[src/rtl/m_madd_pkg.sv]
// Shared constants and types for the multiply-add pipe and its block accumulator.
// MADD_LAT must stay equal to the register depth of the madd pipe (y = 3*b + c).
package m_madd_pkg;

    localparam int MADD_LAT  = 3;
    localparam int BLK_DEF   = 4;
    localparam int ACC_W_DEF = 40;

    typedef enum logic {
        S_IDLE,   // no partial block held, cnt == 0
        S_ACC     // partial block held, 0 < cnt < BLK
    } state_e;

endpackage

[src/rtl/m_vld_delay.sv]
// LAT-stage valid shift register. It runs alongside the madd pipe, so vld_o
// is high in the cycle where the pipe result for a valid operand is present.
module m_vld_delay #(
    parameter int LAT = 3
) (
    input  logic clk_i,
    input  logic clr_i,
    input  logic vld_i,
    output logic vld_o
);

    logic [LAT-1:0] vld_sr_q, vld_sr_d;

    // Next shift value: new valid enters stage 0, every stage moves up by one.
    always_comb begin
        vld_sr_d[0] = vld_i;
        for (int i = 1; i < LAT; i++) begin
            vld_sr_d[i] = vld_sr_q[i-1];
        end
    end

    // Shift register with synchronous clear; clearing drops all in-flight valids.
    always_ff @(posedge clk_i) begin
        // NOTE: non-blocking assignments in clocked blocks so every stage samples pre-edge values.
        if (clr_i) begin
            vld_sr_q <= '0;
        end else begin
            vld_sr_q <= vld_sr_d;
        end
    end

    assign vld_o = vld_sr_q[LAT-1];

endmodule

[src/rtl/m_madd_acc.sv]
// Block accumulator behind the multiply-add pipe. Sums every BLK valid pipe
// results and offers each sum on a single-entry valid/ready slot; a sum that
// completes while the slot is still occupied is dropped and r_ovf is set.
// Build option: define M_MADD_ACC_SAT_EN for saturating accumulation with a
// sticky r_sat flag; otherwise the sum wraps and r_sat is tied 0.
module m_madd_acc
    import m_madd_pkg::*;
#(
    parameter int LAT   = MADD_LAT,
    parameter int BLK   = BLK_DEF,
    parameter int ACC_W = ACC_W_DEF
) (
    input  logic             w_clk,
    input  logic             w_rst,
    input  logic             w_vld_in,
    input  logic [31:0]      w_y,
    input  logic             w_sum_rdy,
    output logic [ACC_W-1:0] r_sum,
    output logic             r_sum_vld,
    output logic             r_ovf,
    output logic             r_sat
);

    localparam int CNT_W = (BLK > 1) ? $clog2(BLK) : 1;

    logic             y_ok;
    state_e           state_q, state_d;
    logic [CNT_W-1:0] cnt_q, cnt_d;
    logic [ACC_W-1:0] acc_q, acc_d;
    logic [ACC_W-1:0] sum_q, sum_d;
    logic             sum_vld_q, sum_vld_d;
    logic             ovf_q, ovf_d;
    logic [ACC_W-1:0] base, y_ext, add_res;
    logic             last, slot_free;

    m_vld_delay #(
        .LAT (LAT)
    ) u_vld_delay (
        .clk_i (w_clk),
        .clr_i (w_rst),
        .vld_i (w_vld_in),
        .vld_o (y_ok)
    );

    // The first result of a block loads the accumulator instead of adding to it.
    assign y_ext     = ACC_W'(w_y);
    assign base      = (state_q == S_IDLE) ? '0 : acc_q;
    assign last      = (cnt_q == CNT_W'(BLK - 1));
    assign slot_free = !sum_vld_q || w_sum_rdy;

`ifdef M_MADD_ACC_SAT_EN
    logic [ACC_W:0] add_full;
    logic           clamp;
    logic           sat_q;

    // One extra bit catches the carry; once clamped to all-ones the sum stays there.
    assign add_full = {1'b0, base} + {1'b0, y_ext};
    assign clamp    = add_full[ACC_W];
    assign add_res  = clamp ? '1 : add_full[ACC_W-1:0];

    // Sticky saturation flag, set by any clamp on an accepted result.
    always_ff @(posedge w_clk) begin
        if (w_rst) begin
            sat_q <= 1'b0;
        end else if (y_ok && clamp) begin
            sat_q <= 1'b1;
        end
    end

    assign r_sat = sat_q;
`else
    assign add_res = base + y_ext;
    assign r_sat   = 1'b0;
`endif

    // Next-state: block counting FSM, accumulator, output slot and drop flag.
    always_comb begin
        // NOTE: every output gets a default first so no path leaves a latch behind.
        state_d   = state_q;
        cnt_d     = cnt_q;
        acc_d     = acc_q;
        sum_d     = sum_q;
        sum_vld_d = sum_vld_q;
        ovf_d     = ovf_q;

        if (sum_vld_q && w_sum_rdy) begin
            sum_vld_d = 1'b0;
        end

        if (y_ok) begin
            acc_d = add_res;
            if (last) begin
                state_d = S_IDLE;
                cnt_d   = '0;
                if (slot_free) begin
                    sum_d     = add_res;
                    sum_vld_d = 1'b1;
                end else begin
                    ovf_d = 1'b1;
                end
            end else begin
                state_d = S_ACC;
                cnt_d   = cnt_q + CNT_W'(1);
            end
        end
    end

    // State registers; synchronous reset discards any partial block.
    always_ff @(posedge w_clk) begin
        if (w_rst) begin
            state_q   <= S_IDLE;
            cnt_q     <= '0;
            acc_q     <= '0;
            sum_q     <= '0;
            sum_vld_q <= 1'b0;
            ovf_q     <= 1'b0;
        end else begin
            state_q   <= state_d;
            cnt_q     <= cnt_d;
            acc_q     <= acc_d;
            sum_q     <= sum_d;
            sum_vld_q <= sum_vld_d;
            ovf_q     <= ovf_d;
        end
    end

    assign r_sum     = sum_q;
    assign r_sum_vld = sum_vld_q;
    assign r_ovf     = ovf_q;

endmodule
[config.mk]
export PLATFORM = sky130hd
export DESIGN_NAME = m_madd_acc
export DESIGN_NICKNAME = d
export VERILOG_FILES = /design/src/rtl/m_madd_pkg.sv /design/src/rtl/m_vld_delay.sv /design/src/rtl/m_madd_acc.sv
export SDC_FILE = /design/constraint.sdc
export NUM_CORES = 1
export LEC_CHECK = 0
export ABC_AREA = 1
export BUFFER_PORTS_ARGS = -buffer_cell sky130_fd_sc_hd__buf_2
export CAP_MARGIN = 10
export CORE_AREA = 2 2 117 119
export CTS_BUF_LIST = sky130_fd_sc_hd__clkbuf_2 sky130_fd_sc_hd__clkbuf_4 sky130_fd_sc_hd__clkbuf_8
export CTS_CLUSTER_SIZE = 25
export DETAILED_ROUTE_END_ITERATION = 8
export DIE_AREA = 0 0 119 121
export PLACE_DENSITY = 0.69
export RECOVER_POWER = 50
export SYNTH_ARGS = -nofsm -noshare
export SYNTH_HDL_FRONTEND = slang
export SYNTH_SLANG_ARGS = --single-unit
export TNS_END_PERCENT = 20
[constraint.sdc]
create_clock -name w_clk -period 3 [get_ports w_clk]
set_input_delay 0.15 -clock w_clk [delete_from_list [all_inputs] [get_ports w_clk]]
set_output_delay 0.15 -clock w_clk [all_outputs]
set_load 0.02 [all_outputs]
# Word level (Yosys, flattened, before mapping)
# Cells that the tools add are included.
# totals
regBits	88
input_bits	36
output_inout_bits	43
wordCells	23
# op_classes
add_sub_neg	2
n_eq_ne	1
muxes	7
bitwise_logic	1
n_reduce_logical	5
# op_table
operator	n
$add 40x32->40	1
$mux 40	1
$reduce_and 3->1	2
$mux 1	5
$add 2x1->2 const B	1
$eq 2x2->1 const B	1
$mux 2	1
$logic_and 1x1->1	1
$logic_not 1->1	1
$logic_or 1x1->1	1
$not 1->1	1

# Longest topological paths before layout
# depth
word_depth	5
ltp_mapped	19

# Cells and area by module
# A second synthesis with hierarchy kept.
# unflattened
cells_unflattened	1136
area_unflattened_um2	6399.9
# by_module_without_submodules
module	instances	cells_per_inst	area_each_um2
m_madd_acc	1	1127	6317.3
m_vld_delay	1	9	82.6

# Least setup slack after synthesis
# Ideal clock, no wire load.
# synth_timing
path_type	register -> register
startpoint	reg state_q
endpoint	reg acc_q[32]
setup_time_ns	0.109
t_arrival_ns	2.211
required_ns	2.891
setup_slack_ns	0.680
path_stages_with_launch	19
n_path_buf	2
period_less_slack_ns	2.320
path_cell_list	dfxtp_1 -> buf_4 -> clkbuf_1 -> nand2_1 -> inv_1 -> ha_1 -> fa_1 -> nand3_1 -> nand3_2 -> nand2_1 -> nand3_1 -> nand2_1 -> nand2_2 -> nand2_1 -> nand2_1 -> nand2_1 -> nand3_1 -> nand2_1 -> inv_1
# synth_between
elab_chain_cells	2
# synth_rtl
element	line	text
start, declared	m_madd_acc.sv:27	state_e state_q, state_d;
start signal, assigned	m_madd_acc.sv:118	state_q <= state_d;
$mux 40	m_madd_acc.sv:47	assign base = (state_q == S_IDLE) ? '0 : acc_q;
$add 40x32->40	m_madd_acc.sv:72	assign add_res = base + y_ext;
end signal, assigned	m_madd_acc.sv:113	acc_q <= '0;
end signal, assigned	m_madd_acc.sv:120	acc_q <= acc_d;
end, declared	m_madd_acc.sv:29	logic [ACC_W-1:0] acc_q, acc_d;
# Every way passes these cells.
# A chain may end at the register's enable or synchronous reset.

# Worst setup path after layout
# layout_timing
startpoint	reg state_q
endpoint	reg sum_q[24] (netlist: r_sum[24])
# layout_between
elab_chain_cells	2
# layout_rtl
element	line	text
$mux 40	m_madd_acc.sv:47	
$add 40x32->40	m_madd_acc.sv:72	
end signal, assigned	m_madd_acc.sv:121	sum_q <= sum_d;
end, declared	m_madd_acc.sv:30	logic [ACC_W-1:0] sum_q, sum_d;
# Every way passes these cells.

==> results by group <==
Global route
  – Via count of the first global-routing pass: 5,770
  – Initial antenna violation count: 0
  – Largest net degree at the start of global routing: 47
  – Global routing usage on met2: 38.1%
  – Overall track demand over capacity in global routing: 24.6%
  – Global-route wire length before repair: 28.0 mm
  – Met1 demand-to-capacity share in global routing: 35.0%
  – Remaining global-route overflow: 0
  – Routing usage on met3: 3.24%
  – Peak-usage layer in the global routing report: met2

Power and ir drop
  – Static Leak: 0.00435 uW
  – Maximum vdd ir drop: 0.202 mV
  – Total power divided by cell area: 311 mW/mm2

Drt
  – Routed via count: 6,476
  – DRT Wirelength: 17.3 mm
  – Remaining DRCs: 0
  – Post-route ant nets: 0
  – Via-per-instance ratio: 4.69
  – Routed length per placed instance: 12.5 um
  – 1st-pass router iterations: 5
  – DR iter-0 viols: 376

Clocking
  – Clock sink total: 88
  – Worst-skew pair later-pin latency: 0.38 ns
  – TritonCTS clock tree: built
  – Number of hold-repair buffers added at the cts stage: 1
  – Clock transition at the registers of the reported paths: 0.10 ns
  – Resized cells post-CTS: 0
  – Clock H-tree levels: 3
  – Buffer depth of the longest clock path: 2
  – Number of buffers created by CTS: 9
  – Count of buffers added by post-CTS timing repair for setup: 0
  – Buffer cell driving the clock tree root: sky130_fd_sc_hd__clkbuf_8

Placement
  – Buffers on Ports: 77
  – Placed Area: 0.00704 mm2
  – Final estimated routing congestion in global placement: 0.972
  – Worst Setup Slack post-DPL: 0.512 ns
  – Total half-perimeter wirelength after legalization and detailed placement: 13.7 mm
  – Instance count after placement with tap cells included: 1,364

STA
  – Max-slew headroom at the worst pin: 36.5%
  – F_max: 0.394 GHz
  – Fraction of the cycle the final worst path needs: 84.6%
  – Number of hold-slack violations in the final timing report: 0
  – Least-Margin Pin Slew: 0.952 ns
  – Minimum setup slack in the final design: 0.462 ns
  – Setup Skew: 0.0117 ns
  – Total negative setup slack: 0 ns
  – Number of failing setup endpoints in the final timing report: 0
  – RSZ-0062 raised after global routing: no
  – Final hold slack: 0.0802 ns
  – Number of pins with negative max-slew slack in the final report: 0
  – Shortest clock period the worst path allows after layout: 2.54 ns

Synth
  – Mean post-synth cell area: 5.72 um2
  – Commonest cells in the netlist: sky130_fd_sc_hd__nand2_1 (305), sky130_fd_sc_hd__inv_1 (229), sky130_fd_sc_hd__nor2_1 (219)
  – Synth Instances: 1,133
  – Count of different cell masters after synthesis: 28
  – Count of yosys warnings during synthesis: 0
  – Share of the yosys chip area belonging to registers: 27.2%
  – FF+latch count, synth: 88
  – Most common cell in the synthesized netlist: sky130_fd_sc_hd__nand2_1
  – Netlist area before placement: 0.00649 mm2
  – Fraction of registers with async set or reset after synthesis: 0%
  – Nets in the synthesized netlist: 1,203
  – Top cells by area, synth: sky130_fd_sc_hd__dfxtp_1 (27%), sky130_fd_sc_hd__nand2_1 (18%), sky130_fd_sc_hd__inv_1 (13%)
  – Top cell type's share of synthesized area: 27.2%
  – Cell taking the most area after synthesis: sky130_fd_sc_hd__dfxtp_1
  – Top_reg_cell synth: sky130_fd_sc_hd__dfxtp_1
  – Number of synthesized flops with an enable pin: 0

Setup path
  – Longest individual stage delay on the worst path: 0.43 ns
  – Data required, critical path: 3.29 ns
  – Standard cell with the maximum stage delay on the critical path: sky130_fd_sc_hd__fa_1
  – Startpoint types: flip-flop
  – Critical Path AT: 2.83 ns
  – Cell Chain, Critical Path: buf_4 > nand2_1 > inv_1 > ha_1 > fa_1 > nand3_1 > nand3_2 > nand2_1 > nand3_1 > nand2_1 > nand2_2 > nand2_1 > nand2_1 > nand2_1 > nand3_1 > nand2_1 > inv_1
  – Critical Path Most Common Cell: sky130_fd_sc_hd__nand2_1
  – CP endpoint kind: flip-flop
  – Setup CP Type: flip-flop to flip-flop
  – Crit path max fanout: 16

Cells and area
  – Fraction of final layout cells with drive strength greater than 1: 8.13%
  – Number of nets in the layout: 1,270
  – Post-layout instance area: 0.00716 mm2
  – FILL cells: 1,406
  – Signed area change from the synthesized netlist to the final layout: 10.3%
  – Inserted Diodes: 0
  – Non-Filler Instances: 1,381

Floorplanning
  – Vertical extent of the die: 121 um
  – Effective utilization at floorplan: 49.6%
  – Num rows: 42
  – Core area: 0.0131 mm2
  – Die width: 119 um
  – Die ar.: 0.0144 mm2
  – Top-Level Pins: 79

Run
  – Number of maximum-capacitance constraint violations: 0

Hold path
  – Worst hold path type: input port to flip-flop

Outcome
  – Status: completed
==> critical path, delay by kind of cell, from the launching register on <==
| kind | cells | cell delay (ns) |
|---|---|---|
| fa+ha+maj | 2 | 0.64 |
| buf+inv | 3 | 0.28 |
| simple gates | 12 | 1.18 |
| flops | 1 | 0.33 |
==> placed cells by master (no fill, tap or decap), drive strengths merged, types with 4 or more instances in the layout <==
master,netlist,final
o21ai,42,42
dfxtp,88,88
nor3,10,10
nand3,79,79
nand3b,9,9
xor2,14,14
clkbuf,22,52
clkinv,0,4
o211ai,5,5
a21oi,30,30
buf,9,43
inv,233,234
nor2,229,229
ha,33,33
nand4,5,5
nand2,320,320
==> cells by family after synthesis <==
kind of cell,synth area share [%]
other,0.0578
AND/OR/NAND/NOR,42.3
flip-flops,27.2
XOR/XNOR,2.16
buffers and inverters,15.5
adder cells (fa/ha/maj),6.67
AO/OA/AOI/OAI,6.13
==> where the power goes <==
group	internal [uW]	total [uW]	switching, uW
combinational	83.5	246	163
clock	309	776	467
sequential	1190	1200	14.5
==> sequential cells by signal (all words and copies together) (netlist names) <==
signal	flops
acc_q	40
cnt_q	2
r_ovf	1
r_sum	40
r_sum_vld	1
state_q	1
u_vld_delay.vld_sr_q	3
==> metrics by stage <==
step | total power, uW | util (%)
floorplan | 1400 | -
global placement | 1470 | 53.8
detailed placement | 1480 | 53.8
CTS | 2250 | 55.2
global route | 2340 | 54.7
finish | 2230 | 54.7
==> final timing paths <==
kind	from	to	slack, ns	cells past startpoint
setup / recovery	state_q	r_sum[24]	0.46	17
hold / removal	w_sum_rdy	r_sum_vld	0.08	4
setup reg to reg	state_q	r_sum[24]	0.46	17
hold reg to reg	u_vld_delay.vld_sr_q[0]	u_vld_delay.vld_sr_q[1]	0.40	2
==> layout make-up <==
type                       count  area (um2)  area share [%]
multi-input combinational    781        3710            51.8
sequential                    88        1760            24.6
inverter                     233         875            12.2
timing repair buffer          87         408            5.70
tap                          176         220            3.08
clock buffer                   9         124            1.73
clock inverter                 7        57.6           0.804
==> metal layers <==
| metal | vias up | part of all wire [%] |
|---|---|---|
| met1 | 2816 | 52 |
| met3 | 22 | 3.2 |
| met4 | 0 | 2.0 |
| met5 | - | 0 |
| met2 | 118 | 42 |
| li1 | 3520 | - |
Power figures use the tool's default switching activity.
